<file path="config.mk">
export PLATFORM = sky130hd
export DESIGN_NAME = mandelbrot_frame_ctrl
export DESIGN_NICKNAME = d
export VERILOG_FILES = /design/src/rtl/mandelbrot_pkg.sv /design/src/rtl/mandelbrot_pixel_fifo.sv /design/src/rtl/mandelbrot_frame_ctrl.sv
export SDC_FILE = /design/constraint.sdc
export NUM_CORES = 1
export LEC_CHECK = 0
export ABC_CLOCK_PERIOD_IN_PS = 4400
export CORE_AREA = 2 2 109 111
export CTS_CLUSTER_DIAMETER = 50
export DETAILED_ROUTE_END_ITERATION = 6
export DIE_AREA = 0 0 111 113
export HOLD_SLACK_MARGIN = 0.02
export PLACE_DENSITY = 0.83
export SLEW_MARGIN = 20
export SYNTH_ARGS = -nofsm -noshare
export SYNTH_HDL_FRONTEND = slang
export SYNTH_SLANG_ARGS = --single-unit
</file>
<file path="constraint.sdc">
create_clock -name clk -period 4.4 [get_ports clk]
set_input_delay 0.88 -clock clk [delete_from_list [all_inputs] [get_ports clk]]
set_output_delay 0.88 -clock clk [all_outputs]
set_load 0.005 [all_outputs]
</file>
<file path="src/rtl/mandelbrot_pkg.sv">
`default_nettype none
// ============================================================================
// Module      : mandelbrot_pkg
// Description : Shared types and constants for the Mandelbrot frame
//               sequencer: FSM state encoding, configuration record and the
//               field widths used by the pixel core.
// Revision    : 1.0 - initial release
// ============================================================================
package mandelbrot_pkg;

   localparam int CTR_SELECT_W = 3;
   localparam int SCALING_W    = 7;
   localparam int NIBBLE_W     = 4;
   localparam int CFG_CTRWIDTH = 7;
   localparam int CFG_BITWIDTH = 10;

   typedef enum logic [2:0] {
      ST_IDLE  = 3'd0,
      ST_APPLY = 3'd1,
      ST_ISSUE = 3'd2,
      ST_WAIT  = 3'd3,
      ST_PUSH  = 3'd4
   } frame_state_t;

   typedef struct packed {
      logic [CFG_CTRWIDTH-1:0] max_ctr;
      logic [CTR_SELECT_W-1:0] ctr_select;
      logic [SCALING_W-1:0]    scaling;
      logic [CFG_BITWIDTH-1:0] cr_offset;
      logic [CFG_BITWIDTH-1:0] ci_offset;
   } mandelbrot_cfg_t;

   // Power-up configuration: full iteration budget, no zoom, no pan
   localparam mandelbrot_cfg_t CFG_RESET = '{
      max_ctr:    '1,
      ctr_select: '0,
      scaling:    '0,
      cr_offset:  '0,
      ci_offset:  '0
   };

endpackage
`default_nettype wire

</file>
<file path="src/rtl/mandelbrot_pixel_fifo.sv">
`default_nettype none
// ============================================================================
// Module      : mandelbrot_pixel_fifo
// Description : Synchronous FIFO holding {last, nibble} pixel entries with
//               fill count, full and empty flags. Push and pop in the same
//               cycle is allowed at any fill level.
// Revision    : 1.0 - initial release
// ============================================================================
module mandelbrot_pixel_fifo
   import mandelbrot_pkg::*;
#(
   parameter int DEPTH = 8,
   parameter int WIDTH = NIBBLE_W + 1
) (
   input  logic                     clk,
   input  logic                     rst_n,
   input  logic                     push,
   input  logic [WIDTH-1:0]         push_data,
   input  logic                     pop,
   output logic [WIDTH-1:0]         pop_data,
   output logic [$clog2(DEPTH):0]   count,
   output logic                     full,
   output logic                     empty
);

   localparam int              AW       = $clog2(DEPTH);
   localparam logic [AW:0]     FULL_CNT = (AW+1)'(DEPTH);

   logic [WIDTH-1:0] mem [DEPTH];
   logic [AW-1:0]    wr_ptr;
   logic [AW-1:0]    rd_ptr;
   logic             do_push;
   logic             do_pop;

   // A pop frees a slot in the same cycle, so a push into a full FIFO is
   // accepted only when paired with a pop
   assign do_pop   = pop && !empty;
   assign do_push  = push && (!full || do_pop);
   assign full     = (count == FULL_CNT);
   assign empty    = (count == '0);
   assign pop_data = mem[rd_ptr];

   // Pointers and fill count; pointers wrap naturally since DEPTH is 2^n
   always_ff @(posedge clk or negedge rst_n) begin
      if (!rst_n) begin
         wr_ptr <= '0;
         rd_ptr <= '0;
         count  <= '0;
      end else begin
         if (do_push) wr_ptr <= wr_ptr + 1'b1;
         if (do_pop)  rd_ptr <= rd_ptr + 1'b1;
         case ({do_push, do_pop})
            2'b10:   count <= count + 1'b1;
            2'b01:   count <= count - 1'b1;
            default: count <= count;
         endcase
      end
   end

   // Storage array, written only on an accepted push
   always_ff @(posedge clk) begin
      if (do_push) mem[wr_ptr] <= push_data;
   end

`ifndef SYNTHESIS
   // A write into a full FIFO without a paired pop would drop a pixel
   always_ff @(posedge clk) begin
      if (rst_n) begin
         assert (!(push && full && !do_pop))
            else $error("pixel fifo written while full");
      end
   end
`endif

endmodule
`default_nettype wire

</file>
<file path="src/rtl/mandelbrot_frame_ctrl.sv">
`default_nettype none
// ============================================================================
// Module      : mandelbrot_frame_ctrl
// Description : Frame sequencer for the Mandelbrot pixel core. Issues one
//               run pulse per pixel, buffers each result nibble in a pixel
//               FIFO with back-pressure, and swaps shadowed zoom/pan
//               configuration in only at frame boundaries.
// Revision    : 1.0 - initial release
// ============================================================================
module mandelbrot_frame_ctrl
   import mandelbrot_pkg::*;
#(
   parameter int FIFO_DEPTH = 8,
   parameter int BITWIDTH   = CFG_BITWIDTH,
   parameter int CTRWIDTH   = CFG_CTRWIDTH
) (
   input  logic                    clk,
   input  logic                    rst_n,
   input  logic                    enable,
   input  logic                    single_frame,
   input  logic                    cfg_valid,
   output logic                    cfg_ready,
   input  logic [CTRWIDTH-1:0]     cfg_max_ctr,
   input  logic [CTR_SELECT_W-1:0] cfg_ctr_select,
   input  logic [SCALING_W-1:0]    cfg_scaling,
   input  logic [BITWIDTH-1:0]     cfg_cr_offset,
   input  logic [BITWIDTH-1:0]     cfg_ci_offset,
   output logic                    core_run,
   input  logic                    core_running,
   input  logic                    core_finished,
   input  logic [NIBBLE_W-1:0]     core_ctr_out,
   output logic [CTRWIDTH-1:0]     core_max_ctr,
   output logic [CTR_SELECT_W-1:0] core_ctr_select,
   output logic [SCALING_W-1:0]    core_scaling,
   output logic [BITWIDTH-1:0]     core_cr_offset,
   output logic [BITWIDTH-1:0]     core_ci_offset,
   output logic                    pix_valid,
   input  logic                    pix_ready,
   output logic [NIBBLE_W-1:0]     pix_data,
   output logic                    pix_last,
   output logic                    frame_done,
   output logic [15:0]             frame_count,
   output logic                    busy
);

   localparam int               CNT_W    = $clog2(FIFO_DEPTH) + 1;
   localparam logic [CNT_W-1:0] ROOM_CNT = CNT_W'(FIFO_DEPTH - 1);

   frame_state_t          state;
   frame_state_t          next_state;

   logic                  seen_running;
   logic [NIBBLE_W-1:0]   lat_nibble;
   logic                  lat_last;
   logic                  wait_done;
   logic                  room_after_push;

   mandelbrot_cfg_t       incoming_cfg;
   mandelbrot_cfg_t       pending_cfg;
   mandelbrot_cfg_t       active_cfg;
   logic                  pending_valid;
   logic                  apply_done;
   logic                  cfg_accept;
   logic                  cfg_copy;

   logic                  fifo_push;
   logic                  fifo_pop;
   logic [NIBBLE_W:0]     fifo_dout;
   logic [CNT_W-1:0]      fifo_count;
   logic                  fifo_full;
   logic                  fifo_empty;

   // Pixel result is complete once the core has been seen running and drops
   assign wait_done = (state == ST_WAIT) && seen_running && !core_running;

   // Space must remain after the current push for another pixel to be issued
   assign room_after_push = (fifo_count < ROOM_CNT) || fifo_pop;

   assign incoming_cfg = '{
      max_ctr:    cfg_max_ctr,
      ctr_select: cfg_ctr_select,
      scaling:    cfg_scaling,
      cr_offset:  cfg_cr_offset,
      ci_offset:  cfg_ci_offset
   };

   // Copy only on the first APPLY cycle so a config accepted while APPLY
   // lingers on a full FIFO waits for the next boundary
   assign cfg_ready  = !pending_valid;
   assign cfg_accept = cfg_valid && cfg_ready;
   assign cfg_copy   = (state == ST_APPLY) && !apply_done && pending_valid;

   assign core_max_ctr    = active_cfg.max_ctr;
   assign core_ctr_select = active_cfg.ctr_select;
   assign core_scaling    = active_cfg.scaling;
   assign core_cr_offset  = active_cfg.cr_offset;
   assign core_ci_offset  = active_cfg.ci_offset;

   assign pix_valid = !fifo_empty;
   assign pix_data  = fifo_empty ? '0 : fifo_dout[NIBBLE_W-1:0];
   assign pix_last  = !fifo_empty && fifo_dout[NIBBLE_W];
   assign fifo_pop  = pix_valid && pix_ready;
   assign busy      = (state != ST_IDLE);

   // FSM state register
   always_ff @(posedge clk or negedge rst_n) begin
      if (!rst_n) state <= ST_IDLE;
      else        state <= next_state;
   end

   // FSM next-state and per-state strobes
   always_comb begin
      next_state = state;
      fifo_push  = 1'b0;
      frame_done = 1'b0;
      case (state)
         ST_IDLE: begin
            if (enable) begin
               if (core_finished)   next_state = ST_APPLY;
               else if (!fifo_full) next_state = ST_ISSUE;
            end
         end
         ST_APPLY: begin
            if (!fifo_full) next_state = ST_ISSUE;
         end
         ST_ISSUE: begin
            next_state = ST_WAIT;
         end
         ST_WAIT: begin
            if (wait_done) next_state = ST_PUSH;
         end
         ST_PUSH: begin
            fifo_push  = 1'b1;
            frame_done = lat_last;
            if (lat_last)
               next_state = (single_frame || !enable) ? ST_IDLE : ST_APPLY;
            else
               next_state = (enable && room_after_push) ? ST_ISSUE : ST_IDLE;
         end
         default: begin
            next_state = ST_IDLE;
         end
      endcase
   end

   // Registered run pulse and capture of the finished pixel result
   always_ff @(posedge clk or negedge rst_n) begin
      if (!rst_n) begin
         core_run     <= 1'b0;
         seen_running <= 1'b0;
         lat_nibble   <= '0;
         lat_last     <= 1'b0;
      end else begin
         core_run <= (state == ST_ISSUE);
         if (state == ST_ISSUE)
            seen_running <= 1'b0;
         else if ((state == ST_WAIT) && core_running)
            seen_running <= 1'b1;
         if (wait_done) begin
            lat_nibble <= core_ctr_out;
            lat_last   <= core_finished;
         end
      end
   end

   // Config shadow: host writes pending, APPLY moves pending into active
   always_ff @(posedge clk or negedge rst_n) begin
      if (!rst_n) begin
         pending_cfg   <= CFG_RESET;
         active_cfg    <= CFG_RESET;
         pending_valid <= 1'b0;
         apply_done    <= 1'b0;
      end else begin
         apply_done <= (state == ST_APPLY);
         if (cfg_copy) begin
            active_cfg    <= pending_cfg;
            pending_valid <= 1'b0;
         end
         if (cfg_accept) begin
            pending_cfg   <= incoming_cfg;
            pending_valid <= 1'b1;
         end
      end
   end

   // Frame counter advances on entry to the last pixel's PUSH cycle so the
   // new value is visible alongside frame_done
   always_ff @(posedge clk or negedge rst_n) begin
      if (!rst_n)                        frame_count <= '0;
      else if (wait_done && core_finished) frame_count <= frame_count + 1'b1;
   end

   mandelbrot_pixel_fifo #(
      .DEPTH (FIFO_DEPTH),
      .WIDTH (NIBBLE_W + 1)
   ) u_pixel_fifo (
      .clk       (clk),
      .rst_n     (rst_n),
      .push      (fifo_push),
      .push_data ({lat_last, lat_nibble}),
      .pop       (fifo_pop),
      .pop_data  (fifo_dout),
      .count     (fifo_count),
      .full      (fifo_full),
      .empty     (fifo_empty)
   );

endmodule
`default_nettype wire

</file>
# Word-level counts from Yosys, hierarchy flattened
# Memories as Yosys holds them, arrays and structs flattened.
# Cells that the tools add are included.
dict set report word_totals {
  register_bits 112
  ram_bits 40
  output_inout_bits 63
  memories 1
}
dict set report classes {
  addsub 5
  order_cmp 1
  eq_ne 9
  muxes 18
  reduce_logical 28
}
# name words word_bits rd rd_clocked_by_memory_dff wr line
set mem_list {}
lappend mem_list {u_pixel_fifo.mem 8 5 1 0 1 mandelbrot_pixel_fifo.sv:29} ;# logic [WIDTH-1:0] mem [DEPTH];
# operator n
set op_table {}
lappend op_table {{$add 16x1->16 const B} 1}
lappend op_table {{$pmux 3 s5} 1}
lappend op_table {{$logic_and 1x1->1} 12}
lappend op_table {{$mux 3} 4}
lappend op_table {{$mux 1} 9}
lappend op_table {{$pmux 4 s2} 1}
lappend op_table {{$add 3x1->3 const B} 2}
lappend op_table {{$eq 3x2->1 const B} 2}
lappend op_table {{$logic_not 1->1} 6}
lappend op_table {{$reduce_bool 2->1} 3}
lappend op_table {{$add 4x1->4 const B} 1}
lappend op_table {{$eq 4x4->1 const B} 1}
lappend op_table {{$logic_not 4->1} 1}
lappend op_table {{$lt 4x3->1 const B} 1}
lappend op_table {{$mux 2} 2}
lappend op_table {{$mux 4} 1}
lappend op_table {{$ne 2x2->1 const B} 2}
lappend op_table {{$sub 4x1->4 const B} 1}
lappend op_table {{$eq 3x1->1 const B} 1}
lappend op_table {{$eq 3x3->1 const B} 1}
lappend op_table {{$logic_not 3->1} 1}
lappend op_table {{$logic_or 1x1->1} 3}
lappend op_table {{$reduce_bool 3->1} 1}
lappend op_table {{$eq 2x1->1 const B} 1}
lappend op_table {{other kinds (2)} 2}

# Depth between registers and ports, before layout
dict set report logic_depth {
  word_depth 8
  mapped_depth 11
  depth_no_buf 9
}

# By module
# From an unflattened synthesis, not the netlist that was laid out.
dict set report unflattened {
  cells_unflattened 395
  hier_area_um2 6356.1
}
# module instances cells_each area_per_inst_um2
set by_module_without_submodules {}
lappend by_module_without_submodules {mandelbrot_frame_ctrl 1 271 4179.0}
lappend by_module_without_submodules {mandelbrot_pixel_fifo 1 124 2177.1}

# Worst setup path after synthesis
# No wires, ideal clock.
dict set report synth_path {
  kind {input-to-reg}
  from {input port pix_ready}
  to {register u_pixel_fifo.count[1]}
  setup_time_ps 138
  arrival_ps 2248
  slack_ps 2014
  cell_stages 9
  path_buffers 2
  path_cell_list {clkdlybuf4s18_2 and2_4 buf_6 nand2_1 xnor2_1 ha_1 mux2_2 nand2_1 o221ai_1}
}
dict set report synth_via {
  elab_chain_len 6
  word_cells_on_any_way 8
  classes_between {2 x eq/ne; 1 x mux; 5 x reduce/logical}
}
# element line
set synth_rtl {}
lappend synth_rtl {{from (decl)} mandelbrot_frame_ctrl.sv:38} ;# input logic pix_ready,
lappend synth_rtl {{$logic_and 1x1->1 (*)} mandelbrot_frame_ctrl.sv:102} ;# assign fifo_pop = pix_valid && pix_ready;
lappend synth_rtl {{$logic_and 1x1->1 (*)} mandelbrot_pixel_fifo.sv:37} ;# assign do_pop = pop && !empty;
lappend synth_rtl {{$logic_or 1x1->1} mandelbrot_pixel_fifo.sv:38} ;# assign do_push = push && (!full || do_pop);
lappend synth_rtl {{$logic_and 1x1->1} mandelbrot_pixel_fifo.sv:38}
lappend synth_rtl {{$eq 2x1->1 or $eq 2x2->1 (tied branches)} mandelbrot_pixel_fifo.sv:52} ;# case ({do_push, do_pop})
lappend synth_rtl {{$pmux 4 s2 or $reduce_bool 2->1 (tied branches)} --}
lappend synth_rtl {{to (signal assigned)} mandelbrot_pixel_fifo.sv:53} ;# 2'b10: count <= count + 1'b1;
lappend synth_rtl {{to (signal assigned)} mandelbrot_pixel_fifo.sv:54} ;# 2'b01: count <= count - 1'b1;
lappend synth_rtl {{to (signal assigned)} mandelbrot_pixel_fifo.sv:55} ;# default: count <= count;
lappend synth_rtl {{to (decl)} mandelbrot_pixel_fifo.sv:21} ;# output logic [$clog2(DEPTH):0] count,
# Every way passes the cells marked *; elsewhere a longest branch is shown, timed or not.
# A chain may end at the register's enable or synchronous reset.

# Final worst setup path
dict set report layout_path {
  from {register u_pixel_fifo.rd_ptr[0]}
  to {output port pix_last}
}
dict set report layout_via {
  elab_chain_len 2
}
# element line
set layout_rtl {}
lappend layout_rtl {{from (decl)} mandelbrot_pixel_fifo.sv:31} ;# logic [AW-1:0] rd_ptr;
lappend layout_rtl {{from (signal assigned)} mandelbrot_pixel_fifo.sv:51} ;# if (do_pop) rd_ptr <= rd_ptr + 1'b1;
lappend layout_rtl {{$mem_v2 8x5} --}
lappend layout_rtl {{$logic_and 1x1->1} mandelbrot_frame_ctrl.sv:101} ;# assign pix_last = !fifo_empty && fifo_dout[NIBBLE_W];
lappend layout_rtl {{to (decl)} mandelbrot_frame_ctrl.sv:40} ;# output logic pix_last,
# No other way between the ends.

==> run_results.csv <==
group,metric,value,unit
cells_and_area,drive_gt1_share,28.6,%
global_routing,grt_use_total,21.6,%
clock_network,clk_path_buf_depth,2,
clock_network,post-cts-setup-buffer-count,0,
setup_path,r2r_cells,9,
setup_path,cp.arrival,2.44,ns
placed_design,post-dp-hpwl,8500,µm
placed_design,place_congestion,0.777,
synth,syn_inst,414,
sta,slew_viol_final,0,
setup_path,slowest_stage,"dfrtp_1",
synth,synth-warning-count,0,
power_and_ir_drop,p_leak,0.00325,µW
setup_path,path_depth,4,
setup_path,critPathRequiredTime,3.52,ns
sta,tns,0,ns
cells_and_area,final_common_cell,"clkdlybuf4s50_1",
global_routing,grt_pass1_wl,20900,µm
synth,synthesis.nets,467,
clock_network,cts_made_buffers,17,
global_routing,grt_start_max_net_pins,57,
synth,syn_avg_cell_area,15.2,µm²
global_routing,grt_overflow_total,0,
detailed_routing,wl_per_cell,18.4,µm
detailed_routing,ant_nets,0,
setup_path,path_class,"reg2out",
sta,hold_viol,0,
clock_network,clock-sinks,152,
sta,setup_viol,0,
global_routing,grt_util_met2,36.4,%
setup_path,cpPeakStageDelay,0.78,ns
cells_and_area,area_growth,29.3,%
global_routing,use_met1,25.0,%
global_routing,grt_pass1_vias,4211,
synth,yosys-top-cells-area,"dfrtp_1, edfxtp_1, mux2_2",
synth,yosysTopAreaCell,"dfrtp_1",
setup_path,cp_max_fo,12,
global_routing,globalRouteMet3Util,9.05,%
placed_design,post_dp_cell_area,0.00747,mm²
synth,synth_ff_type,"dfrtp_1",
detailed_routing,drtPass1Iterations,4,
clock_network,cts.repair.resized,0,
power_and_ir_drop,powerDensity,690,mW/mm²
synth,synth_top_area_share,39.1,%
synth,ys_seq_area_share,64.0,%
synth,synth.distinct_cells,54,
sta,finalCriticalPeriod,3.32,ns
clock_network,cts_root_buf,"clkbuf_16",
global_routing,antenna_found_initial,0,
power_and_ir_drop,vdd_drop_max,0.480,mV
floorplan,ios,112,
synth,syn-cell-area,0.00628,mm²
clock_network,cts-hold-fix-buffers,0,
sta,fin_crit_sh,75.5,%
setup_path,end_kind,"output pin",
floorplan,die_area,0.0125,mm²
sta,worstMarginPinSlew,0.894,ns
detailed_routing,drt_iter0_markers,219,
cells_and_area,diodes,0,
setup_path,crit_family,"flip-flops",
synth,synth-edff-count,40,
synth,async_reset_ff_share,73.7,%
clock_network,clkTransAtPathRegs,0.06,ns
setup_path,critical_path_buf_inv_count,1,
sta,clock.fmax,0.301,GHz
floorplan,core,0.0113,mm²
global_routing,busiest_layer,"met2",
cells_and_area,finalNetCount,582,
sta,relSlewSlack,40.0,%
min_path,hold_path_class,"in2async",
floorplan,start_util,55.7,%
outcome,status,"complete, no violations",
clock_network,clk_latency,0.42,ns
floorplan,rows,39,
clock_network,cts_tree,"yes",
floorplan,fp.dieH,113,µm
detailed_routing,wirelength,12600,µm
sta,rsz0062_at_grt,"no",
floorplan,die_w,111,µm
flow_run,max_cap_violations,0,
sta,clock_skew,0.0138,ns
cells_and_area,layout_common_cells,"clkdlybuf4s50_1, dfrtp_1, mux2_2",
detailed_routing,drc,0,
placed_design,portBuffers,111,
detailed_routing,routed_via_density,5.61,
setup_path,setup.worst_path.start_class,"flip-flop",
setup_path,path_cells,"mux4_2, mux2i_1, nor2_1, clkdlybuf4s50_1",
setup_path,rrSetupSlack,1.86,ns
cells_and_area,final_area,0.00812,mm²
detailed_routing,via_count,3843,
synth,synth-seq-cells,152,
clock_network,cts_htree_levels,4,
## kinds of logic after synthesis
logic type	after synthesis	synth area share, %
flip-flops	152	64.0
multiplexers	97	19.1
AND/OR/NAND/NOR	87	7.81
buffers and inverters	31	2.73
XOR/XNOR	22	3.07
AO/OA/AOI/OAI	21	2.49
adder cells (fa/ha/maj)	4	0.797
## worst paths after layout
kind / startpoint / end
max in group asynchronous: rst_n / lat_nibble[0]$_DFFE_PN0P_
worst min-delay path: rst_n / pending_cfg[11]$_DFFE_PN0P_
worst max register to register: u_pixel_fifo.count[1]$_DFFE_PN0P_ / u_pixel_fifo.count[1]$_DFFE_PN0P_
worst max-delay path: u_pixel_fifo.rd_ptr[0]$_DFFE_PN0P_ / pix_last
worst min register to register: frame_count[15]$_DFFE_PN0P_ / frame_count[15]$_DFFE_PN0P_
min in group clk: frame_count[15]$_DFFE_PN0P_ / frame_count[15]$_DFFE_PN0P_
## where the power goes
| group | internal, µW | total (µW) | switching, µW |
|---|---|---|---|
| clock | 952 | 1500 | 546 |
| sequential | 2010 | 2430 | 418 |
| combinational | 1090 | 1680 | 589 |
| total | 4050 | 5600 | 1550 |
## worst reg2reg max path: stages, from the launching register on
cell	delay, ns
dfrtp_1	0.52
nor4_4	0.59
inv_2	0.11
and2_4	0.22
nand2_1	0.10
xnor2_1	0.13
ha_1	0.29
mux2_2	0.29
nand2_1	0.07
o221ai_1	0.10
## metrics by stage
stage	setup WS [ns]	utilization [%]	power, µW	std cells	hold slack, ns
after floorplan	2.01	-	3350	414	0.451
after global placement	1.52	66.3	4000	652	0.460
after detailed placement	1.43	66.3	4120	652	0.481
after CTS	1.01	71.8	5650	684	0.380
after global routing	0.858	72.0	5910	685	0.391
final	1.08	72.0	5600	685	0.377
## flip-flops by register name (all words and copies together) (netlist names)
| register | count |
|---|---|
| u_pixel_fifo.rd_ptr | 3 |
| pending_valid | 1 |
| u_pixel_fifo.wr_ptr | 3 |
| u_pixel_fifo.mem | 40 |
| pending_cfg | 37 |
| core_ci_offset | 10 |
| seen_running | 1 |
| apply_done | 1 |
| core_cr_offset | 10 |
| lat_last | 1 |
| state | 3 |
| core_ctr_select | 3 |
| lat_nibble | 4 |
| core_scaling | 7 |
| u_pixel_fifo.count | 4 |
| core_max_ctr | 7 |
| frame_count | 16 |
| core_run | 1 |
## cell type report
cell class	count	area, µm²
repair buffers	116	1160
clock buffers	20	478
fillers	736	3160
well taps	143	179
flip-flops and latches	152	4020
clock inverters	12	144
inverters	11	41.3
multi-input cells	231	2090
## cells in the mapped netlist (all sizes together) (2+ instances only)
cell	count
mux2	80
a21oi	2
mux4	10
inv	11
mux2i	7
o21a	2
o221ai	2
clkbuf	5
nor4	6
dfstp	14
nand2b	3
buf	14
ha	4
o21ai	6
xnor2	14
nand4	4
xor2	8
nor2b	2
nor2	17
dfrtp	98
edfxtp	40
nor3	16
a32oi	2
nand2	20
nand3b	2
nand3	8
## layer usage
layer  part of all wire, %  vias to the layer above
met2                    50                      132
met4                   1.5                        0
met5                     0                        -
met1                    40                     1966
met3                   8.4                       15
li1                      -                     1730
Note: power is estimated with default switching activity, not from simulation.
